$ cat src/rtl/i2c_pkg.sv
// Shared types and constants for the I2C target port.
package i2c_pkg;

    localparam logic I2C_ACK    = 1'b0;
    localparam logic I2C_NACK   = 1'b1;
    localparam int   I2C_ADDR_W = 7;

    typedef enum logic [2:0] {
        IDLE,
        ADDR,
        ADDR_ACK,
        RX,
        RX_ACK,
        TX,
        TX_ACK,
        WAIT_STOP
    } state_t;

endpackage

$ cat src/rtl/i2c_line_filter.sv
// Per-line input conditioning: 2-FF synchronizer, optional stability filter
// (I2C_SLAVE_FILTER_EN), previous-sample register and rise/fall strobes.
module i2c_line_filter #(
    parameter int FILT_LEN = 3
) (
    input  logic clk,
    input  logic rst,
    input  logic pin,
    output logic level,
    output logic rise,
    output logic fall
);
    logic meta;
    logic sync;
    logic prev;

    if (FILT_LEN < 1) begin : g_bad_filt_len
        $error("FILT_LEN must be at least 1");
    end

    // Idle bus level is high, so reset to 1 to avoid phantom edges.
    always_ff @(posedge clk) begin
        if (rst) begin
            meta <= 1'b1;
            sync <= 1'b1;
        end else begin
            meta <= pin;
            sync <= meta;
        end
    end

`ifdef I2C_SLAVE_FILTER_EN
    localparam int CW = $clog2(FILT_LEN + 1);
    logic [CW-1:0] cnt;
    logic          filt;

    // Down-counter reloads whenever the sample agrees with the output.
    always_ff @(posedge clk) begin
        if (rst) begin
            filt <= 1'b1;
            cnt  <= CW'(FILT_LEN - 1);
        end else if (sync == filt) begin
            cnt <= CW'(FILT_LEN - 1);
        end else if (cnt == '0) begin
            filt <= sync;
            cnt  <= CW'(FILT_LEN - 1);
        end else begin
            cnt <= cnt - 1'b1;
        end
    end

    assign level = filt;
`else
    assign level = sync;
`endif

    always_ff @(posedge clk) begin
        if (rst) begin
            prev <= 1'b1;
        end else begin
            prev <= level;
        end
    end

    assign rise = level & ~prev;
    assign fall = ~level & prev;

endmodule

$ cat src/rtl/i2c_slave_port.sv
// I2C target: START/STOP/address/data decode with open-drain SDA control.
// Build with I2C_SLAVE_FILTER_EN to insert the glitch filter on both lines.
module i2c_slave_port
    import i2c_pkg::*;
#(
    parameter logic [I2C_ADDR_W-1:0] SLAVE_ADDR = 7'd1,
    parameter int                    FILT_LEN   = 3
) (
    input  logic       clk,
    input  logic       rst,
    input  logic       scl_i,
    input  logic       sda_i,
    output logic       sda_o,
    output logic [7:0] rx_data,
    output logic       rx_valid,
    input  logic [7:0] tx_data,
    output logic       tx_req,
    output logic       rd_nack,
    output logic       busy
);
    // state     | meaning
    // IDLE      | bus ignored until START
    // ADDR      | shifting address + R/W byte
    // ADDR_ACK  | driving address ACK
    // RX        | receiving a write byte
    // RX_ACK    | driving data ACK
    // TX        | shifting a read byte out
    // TX_ACK    | sampling master ACK/NACK
    // WAIT_STOP | not addressed, waiting for START/STOP

    logic scl_lvl, scl_rise, scl_fall;
    logic sda_lvl, sda_rise, sda_fall;

    i2c_line_filter #(.FILT_LEN(FILT_LEN)) u_scl (
        .clk  (clk),
        .rst  (rst),
        .pin  (scl_i),
        .level(scl_lvl),
        .rise (scl_rise),
        .fall (scl_fall)
    );

    i2c_line_filter #(.FILT_LEN(FILT_LEN)) u_sda (
        .clk  (clk),
        .rst  (rst),
        .pin  (sda_i),
        .level(sda_lvl),
        .rise (sda_rise),
        .fall (sda_fall)
    );

    // SCL must be high now and in the previous sample, i.e. high with no rise.
    logic start, stop;
    assign start = sda_fall & scl_lvl & ~scl_rise;
    assign stop  = sda_rise & scl_lvl & ~scl_rise;

    state_t     state, state_n;
    logic [2:0] bit_cnt, bit_cnt_n;
    logic [7:0] shift, shift_n;
    logic       addr_done, addr_done_n;
    logic       sda_o_n, rx_valid_n, tx_req_n, rd_nack_n, busy_n;
    logic [7:0] rx_data_n;

    always_ff @(posedge clk) begin
        if (rst) begin
            state     <= IDLE;
            bit_cnt   <= '0;
            shift     <= '0;
            addr_done <= 1'b0;
            sda_o     <= 1'b1;
            rx_data   <= '0;
            rx_valid  <= 1'b0;
            tx_req    <= 1'b0;
            rd_nack   <= 1'b0;
            busy      <= 1'b0;
        end else begin
            state     <= state_n;
            bit_cnt   <= bit_cnt_n;
            shift     <= shift_n;
            addr_done <= addr_done_n;
            sda_o     <= sda_o_n;
            rx_data   <= rx_data_n;
            rx_valid  <= rx_valid_n;
            tx_req    <= tx_req_n;
            rd_nack   <= rd_nack_n;
            busy      <= busy_n;
        end
    end

    always_comb begin
        state_n     = state;
        bit_cnt_n   = bit_cnt;
        shift_n     = shift;
        addr_done_n = addr_done;
        sda_o_n     = sda_o;
        rx_data_n   = rx_data;
        rx_valid_n  = 1'b0;
        tx_req_n    = 1'b0;
        rd_nack_n   = 1'b0;
        busy_n      = busy;

        if (start) begin
            state_n     = ADDR;
            bit_cnt_n   = '0;
            addr_done_n = 1'b0;
            sda_o_n     = 1'b1;
            busy_n      = 1'b0;
        end else if (stop) begin
            state_n = IDLE;
            sda_o_n = 1'b1;
            busy_n  = 1'b0;
        end else begin
            case (state)
                ADDR: begin
                    if (scl_rise && !addr_done) begin
                        shift_n   = {shift[6:0], sda_lvl};
                        bit_cnt_n = bit_cnt + 3'd1;
                        if (bit_cnt == 3'd7) begin
                            if (shift[6:0] == SLAVE_ADDR) begin
                                addr_done_n = 1'b1;
                            end else begin
                                state_n = WAIT_STOP;
                            end
                        end
                    end else if (scl_fall && addr_done) begin
                        sda_o_n = I2C_ACK;
                        busy_n  = 1'b1;
                        state_n = ADDR_ACK;
                    end
                end
                ADDR_ACK: begin
                    if (scl_fall) begin
                        bit_cnt_n = '0;
                        if (shift[0]) begin
                            tx_req_n = 1'b1;
                            shift_n  = tx_data;
                            sda_o_n  = tx_data[7];
                            state_n  = TX;
                        end else begin
                            sda_o_n = 1'b1;
                            state_n = RX;
                        end
                    end
                end
                // RX is entered on a fall, so a fall with the counter at 0
                // can only follow the 8th rise.
                RX: begin
                    if (scl_rise) begin
                        shift_n   = {shift[6:0], sda_lvl};
                        bit_cnt_n = bit_cnt + 3'd1;
                        if (bit_cnt == 3'd7) begin
                            rx_data_n  = {shift[6:0], sda_lvl};
                            rx_valid_n = 1'b1;
                        end
                    end else if (scl_fall && bit_cnt == 3'd0) begin
                        sda_o_n = I2C_ACK;
                        state_n = RX_ACK;
                    end
                end
                RX_ACK: begin
                    if (scl_fall) begin
                        sda_o_n = 1'b1;
                        state_n = RX;
                    end
                end
                TX: begin
                    if (scl_fall) begin
                        if (bit_cnt == 3'd7) begin
                            sda_o_n = 1'b1;
                            state_n = TX_ACK;
                        end else begin
                            sda_o_n   = shift[6];
                            shift_n   = {shift[6:0], 1'b0};
                            bit_cnt_n = bit_cnt + 3'd1;
                        end
                    end
                end
                TX_ACK: begin
                    if (scl_rise && sda_lvl == I2C_NACK) begin
                        rd_nack_n = 1'b1;
                        busy_n    = 1'b0;
                        state_n   = WAIT_STOP;
                    end else if (scl_fall) begin
                        tx_req_n  = 1'b1;
                        shift_n   = tx_data;
                        sda_o_n   = tx_data[7];
                        bit_cnt_n = '0;
                        state_n   = TX;
                    end
                end
                default: begin
                end
            endcase
        end
    end

endmodule

$ cat config.mk
export PLATFORM = sky130hd
export DESIGN_NAME = i2c_slave_port
export DESIGN_NICKNAME = d
export VERILOG_FILES = /design/src/rtl/i2c_pkg.sv /design/src/rtl/i2c_line_filter.sv /design/src/rtl/i2c_slave_port.sv
export SDC_FILE = /design/constraint.sdc
export NUM_CORES = 1
export LEC_CHECK = 0
export CAP_MARGIN = 20
export CORE_ASPECT_RATIO = 0.6
export CORE_MARGIN = 3
export CORE_UTILIZATION = 45
export DETAILED_ROUTE_END_ITERATION = 8
export PLACE_DENSITY_LB_ADDON = 0.12
export SLEW_MARGIN = 20
export SYNTH_ARGS = -nofsm -noshare
export SYNTH_HDL_FRONTEND = slang
export SYNTH_SLANG_ARGS = --single-unit
$ cat constraint.sdc
create_clock -name clk -period 2.74 [get_ports clk]
set_input_delay 0.274 -clock clk [delete_from_list [all_inputs] [get_ports clk]]
set_output_delay 0.274 -clock clk [all_outputs]
set_load 0.005 [all_outputs]
==> impl_metrics.ini, run 1 <==
[run_status]
status = completed

[clocking]
ctsResizeCount = 0
cts_setup_buffers = 0
hold_buffers = 0
cts_tree = yes
clk_pin_slew_ns = 0.07
cts_root_buf = clkbuf_8
cts_buffers = 5
clock_path_buffers = 2
htreeDepth = 2
cts.sinks = 33
insertion_delay_ns = 0.28

[global_routing]
grt_overflow = 0
grt_antenna_before_repair = 0
grt_pass1_wl_mm = 6.89
grtUsageTotal_pct = 20.0
grt_max_degree = 22
first_global_vias = 1403

[sta]
skew_ns = 0.00533
rsz0062_at_grt = false
setup_tns_ns = 0
hold_slack_ns = 0.410
final_hold_viol_count = 0
tightest_slew_ns = 0.603
post-route-period-util_pct = 79.1
fin_crit_ns = 2.17
max_freq_mhz = 461
slew_viol_final = 0
slew_headroom_pct = 59.7
finalSetupViolCount = 0

[power_and_ir_drop]
pwr-share-seq_pct = 47.6
power_leakage_uw = 0.000711
p_clk_share_pct = 46.4
ir_worst_vdd_mv = 0.295
p_int_uw = 810
comb_power_share_pct = 6.0
p_sw_share_pct = 21.4
power_density_nw_per_um2 = 506
p_switching_uw = 221

[yosys]
synth_edf_count = 0
async_flop_share_pct = 0
ys_types = 48
syn_inst = 185
synth_area_um2 = 1630
syn_nets = 200
synth_xor_area_share_pct = 0.538
synth_area_leaders = dfxtp_1 41%, mux2i_1 6.8%, a21oi_1 4.6%
synthSimpleGateAreaFrac_pct = 21.4
synth_area_per_cell_um2 = 8.79
synth_top_area_share_pct = 40.6
synth_top_family_by_area = compound AO/OA/AOI/OAI gates
yosys-mux-area-fraction_pct = 6.77
yosys.area.top_type = dfxtp_1
synthAdderAreaFrac_pct = 2.31
synth_seq_cells = 33
ys.flop_type = dfxtp_1
synth_warnings = 0
yosysSeqAreaShare_pct = 40.6
synth_compound_area_share_pct = 24.0

[detailed_routing]
drt_iter0_drc = 144
dr.pass1.iters = 4
via_per_inst = 5.64
drcViolationCount = 0
wl_per_cell_um = 15.6
finalWirelength_mm = 4.01
ant_nets = 0
vias = 1450

[cells_and_area]
syn_to_final_growth_pct = 25.4
final_common_cell = dfxtp_1
mostFrequentLayoutCells = 33 x dfxtp_1, 24 x clkdlybuf4s50_1, 18 x nor2_1
design_area_um2 = 2040
diodes = 0
drive_gt1_share_pct = 12.7
nNetsFinal = 226

[floorplanning]
coreArea_um2 = 3360
io_pins = 25
dieArea_um2 = 4400
die_y_um = 52.6
dieWidth_um = 83.6
start_util_pct = 48.4
rows = 16

[critical_path]
cp.depth = 5
slowest_delay_ns = 0.56
crit_chain = or3b_2 > nor4_1 > nor3_1 > a21oi_1 > mux2i_1
arrival_ns = 2.38
worst-path-buf-inv = 0
start_kind = register
end_kind = register
worstPathRequired_ns = 2.95
worstSetupPathType = reg2reg
r2r_cells = 5
crit_family = simple AND/OR/NAND/NOR gates
crit_path_top_delay_cell = or3b_2
crit_fanout = 20

[placed_design]
placed_area_um2 = 1920
dp_hpwl_mm = 2.98
gp_congestion = 0.889
port_buffers = 24

[worst_hold_path]
min_path_cells = 1
hold_path_class = reg2reg

[job]
max_cap_violations = 0
## layout make-up
class                           instances  area [µm²]
Fill cell                             307        1320
Inverter                                6        22.5
Sequential cell                        33         661
Timing Repair Buffer                   30         285
Clock inverter                          2        37.5
Multi-Input combinational cell        135         895
Tap cell                               45        56.3
Clock buffer                            6        82.6
## sequential cells by signal, summed over array words and instances (netlist names), 3 cells and up
name / flops
shift: 7
rx_data: 8
bit_cnt: 3
state: 3
## worst reg2reg max path: cells and delay by family, from the launching register on
kind	cells	cell delay, ns
AO/OA/AOI/OAI	1	0.21
flip-flops	1	0.50
multiplexers	1	0.19
AND/OR/NAND/NOR	3	1.21
## cell usage after synthesis, drive strengths merged (2+ instances only)
library cell	instances
o21ai	9
ha	3
a221o	2
clkbuf	10
and3	3
a21oi	16
a21boi	3
nor2	18
nand3	3
nor3	7
nand2	9
o22ai	5
or2	6
mux2i	11
or3	2
a211oi	7
inv	6
nand2b	4
nor2b	3
nor4	2
a221oi	2
dfxtp	33
or3b	2
## through the flow
step	power [µW]	setup slack [ns]	utilization [%]	cells
final	1030	0.572	60.6	257
after global routing	1070	0.410	60.6	257
after CTS	1040	0.593	60.6	257
after detailed placement	563	0.605	57.1	249
after global placement	563	0.656	57.1	249
after floorplan	535	0.758	-	185
## power groups by stage
stage	Clock (µW)	Sequential, µW	Combinational (µW)
after global routing	505	492	68.5
after floorplan	0	497	37.5
final	478	491	61.8
after CTS	484	491	61.2
after detailed placement	0	502	60.8
after global placement	0	502	60.7
## routing by layer
metal  track usage (%)  share of wire [%]  vias up
met2              29.4                 40       53
met5                 0                  0        -
met1              28.5                 50      663
met3              6.12                8.8        2
met4              4.81               0.30        0
li1                  -                  -      732
## path summary, 6_finish.rpt
| kind | to | slack, ns | start |
|---|---|---|---|
| max | state[0] | 0.57 | state[2] |
| min | u_sda.level | 0.41 | u_sda.meta |
| max reg2reg | state[0] | 0.57 | state[2] |
| min reg2reg | u_sda.level | 0.41 | u_sda.meta |
## kinds of logic after synthesis
family,after synthesis
xor gates and xnor gates,1
adders and majority gates,3
muxes,11
DFF,33
buffers and inverters,17
AOI/OAI and AO/OA,55
and+or+nand+nor,65
No activity file was read; power rests on OpenSTA's default activity.
==> run 2, diff against run 1 <==
clock period = 1.8 ns   (was 2.74 ns; I/O delays follow)
==> run 2 against run 1 <==
Net effect:
- the flow now finishes with violations (setup timing)
- via count rose by 14%
- cell area rose by 14%
- setup slack got worse by 0.63 ns
- clock skew rose by 0.0013 ns
- final cell count rose by 8.9%
- non-clock buffer count rose by 23
- utilization rose by 8.6 points
- global-route usage rose by 3.0 points
- maximum frequency rose by 17%
- total power rose by 56%
- combinational power rose by 100%
- first-iteration DRC count rose by 10%
- largest cell class unchanged
==> impl_metrics.ini, run 2 (synthesized netlist as in run 1, its figures left out) <==
[global_routing]
grt_antenna_before_repair = 1
grt_overflow = 0
grt_pass1_wl_mm = 7.78
grt_max_degree = 19
first_global_vias = 1588
grtUsageTotal_pct = 23.0

[sta]
hold_slack_ns = 0.414
layout_setup_ws_ns = -0.0575
final_hold_viol_count = 0
fin_crit_ns = 1.86
rsz0062_at_grt = true
slew_headroom_pct = 64.4
slew_viol_final = 0
setup_tns_ns = -0.282
max_freq_mhz = 538
finalSetupViolCount = 10
post-route-period-util_pct = 103
tightest_slew_ns = 0.531
skew_ns = 0.00663

[detailed_routing]
finalWirelength_mm = 4.90
wl_per_cell_um = 17.5
via_per_inst = 5.90
vias = 1653
dr.pass1.iters = 5
drcViolationCount = 0
ant_nets = 0
drt_iter0_drc = 159

[placed_design]
dp_hpwl_mm = 3.46
gp_congestion = 1.05
place_inst = 271
port_buffers = 24

[cells_and_area]
final_common_cell = dfxtp_1
diodes = 0
drive_gt1_share_pct = 28.9
mostFrequentLayoutCells = 27 x dfxtp_1, 26 x buf_4, 24 x clkdlybuf4s50_1
fin_cells = 280
syn_to_final_growth_pct = 43.2
fin_util_pct = 69.2
largest_reg_flops = 8
largestRegisters = rx_data x8, shift x7
top_register = rx_data
nNetsFinal = 249

[critical_path]
worstSetupPathType = reg2reg
start_kind = register
slowest_delay_ns = 0.42
end_kind = register
crit_fanout = 16
crit_chain = or3b_4 > a221o_1 > a211oi_4 > buf_12 > a21boi_0 > o21a_1
worstPathRequired_ns = 1.99
crit_path_top_delay_cell = or3b_4
arrival_ns = 2.05

[clocking]
cts_root_buf = clkbuf_8
cts_buffers = 5
insertion_delay_ns = 0.29
cts_tree = yes
clk_pin_slew_ns = 0.07
hold_buffers = 0
cts.sinks = 33
clock_path_buffers = 2
htreeDepth = 2

[power_and_ir_drop]
ir_worst_vdd_mv = 0.490
power_density_nw_per_um2 = 689
power_leakage_uw = 0.000845

[job]
max_cap_violations = 0

[run_status]
status = complete, but fails checks
violations = setup timing

[worst_hold_path]
hold_path_class = reg2reg

[floorplanning]
start_util_pct = 48.4
dieArea_um2 = 4400
coreArea_um2 = 3360
die_y_um = 52.6
io_pins = 25
rows = 16
dieWidth_um = 83.6
==> run 2: cell count changes in the layout (fill, tap and decap cells not counted), moves of 2 or more <==
cell,before,now
o21ai_0,7,5
buf_4,6,26
a211oi_1,5,3
dfxtp_1,33,27
ha_1,3,1
dfxtp_2,0,6
buf_12,0,2
a211oi_2,1,3
nor3_1,6,4
==> run 2: per-stage QoR <==
stage          instance area (µm²)  setup slack, ns  power (µW)
2_1_floorplan                 1640          -0.0777         815
3_3_place_gp                  2120           -0.122         872
3_5_place_dp                  2120           -0.136         874
4_1_cts                       2280          -0.0519        1600
5_1_grt                       2330           -0.141        1650
6_report                      2330          -0.0575        1610
==> run 2: repair_timing <==
item	CTS	global route
resized for setup	10	11
pin swaps	5	4
hold endpoints to repair	0	0
endpoints found under the setup margin	13	15
setup buffers	1	0
==> run 2: critical path, delay by kind of cell (launching register included) <==
family	cells	cell delay, ns
buffers and inverters	1	0.18
DFF	1	0.32
and+or+nand+nor	1	0.42
AOI/OAI and AO/OA	4	0.83
==> run 2: worst paths after layout <==
path / from / to / slack [ns] / cells past startpoint
worst max-delay path: addr_done / shift[1] / -0.06 / 6
worst min-delay path: u_sda.meta / u_sda.level / 0.41 / 1
worst max register to register: addr_done / shift[1] / -0.06 / 6
worst min register to register: u_sda.meta / u_sda.level / 0.41 / 1
==> run 2: power by group <==
group          switching, µW  leakage [µW]  internal (µW)  total [µW]
Clock                    287     0.0000585            451         739
Combinational           63.6      0.000518           61.3         125
Sequential              4.64      0.000268            737         742
==> run 2: metal layers <==
metal,part of all wire (%),global-route usage [%],vias up
li1,-,-,775
met1,45,31.0,797
met2,45,35.2,61
met3,8.0,7.54,18
met4,1.7,6.95,2
met5,0.27,0,-
==> run 2: cell type report <==
type / instances / area, µm²
Clock buffer: 7 / 86.3
Clock inverter: 1 / 30.0
Multi-Input combinational cell: 135 / 978
Tap cell: 45 / 56.3
Inverter: 6 / 22.5
Sequential cell: 33 / 668
Fill cell: 268 / 1030
Timing Repair Buffer: 53 / 487
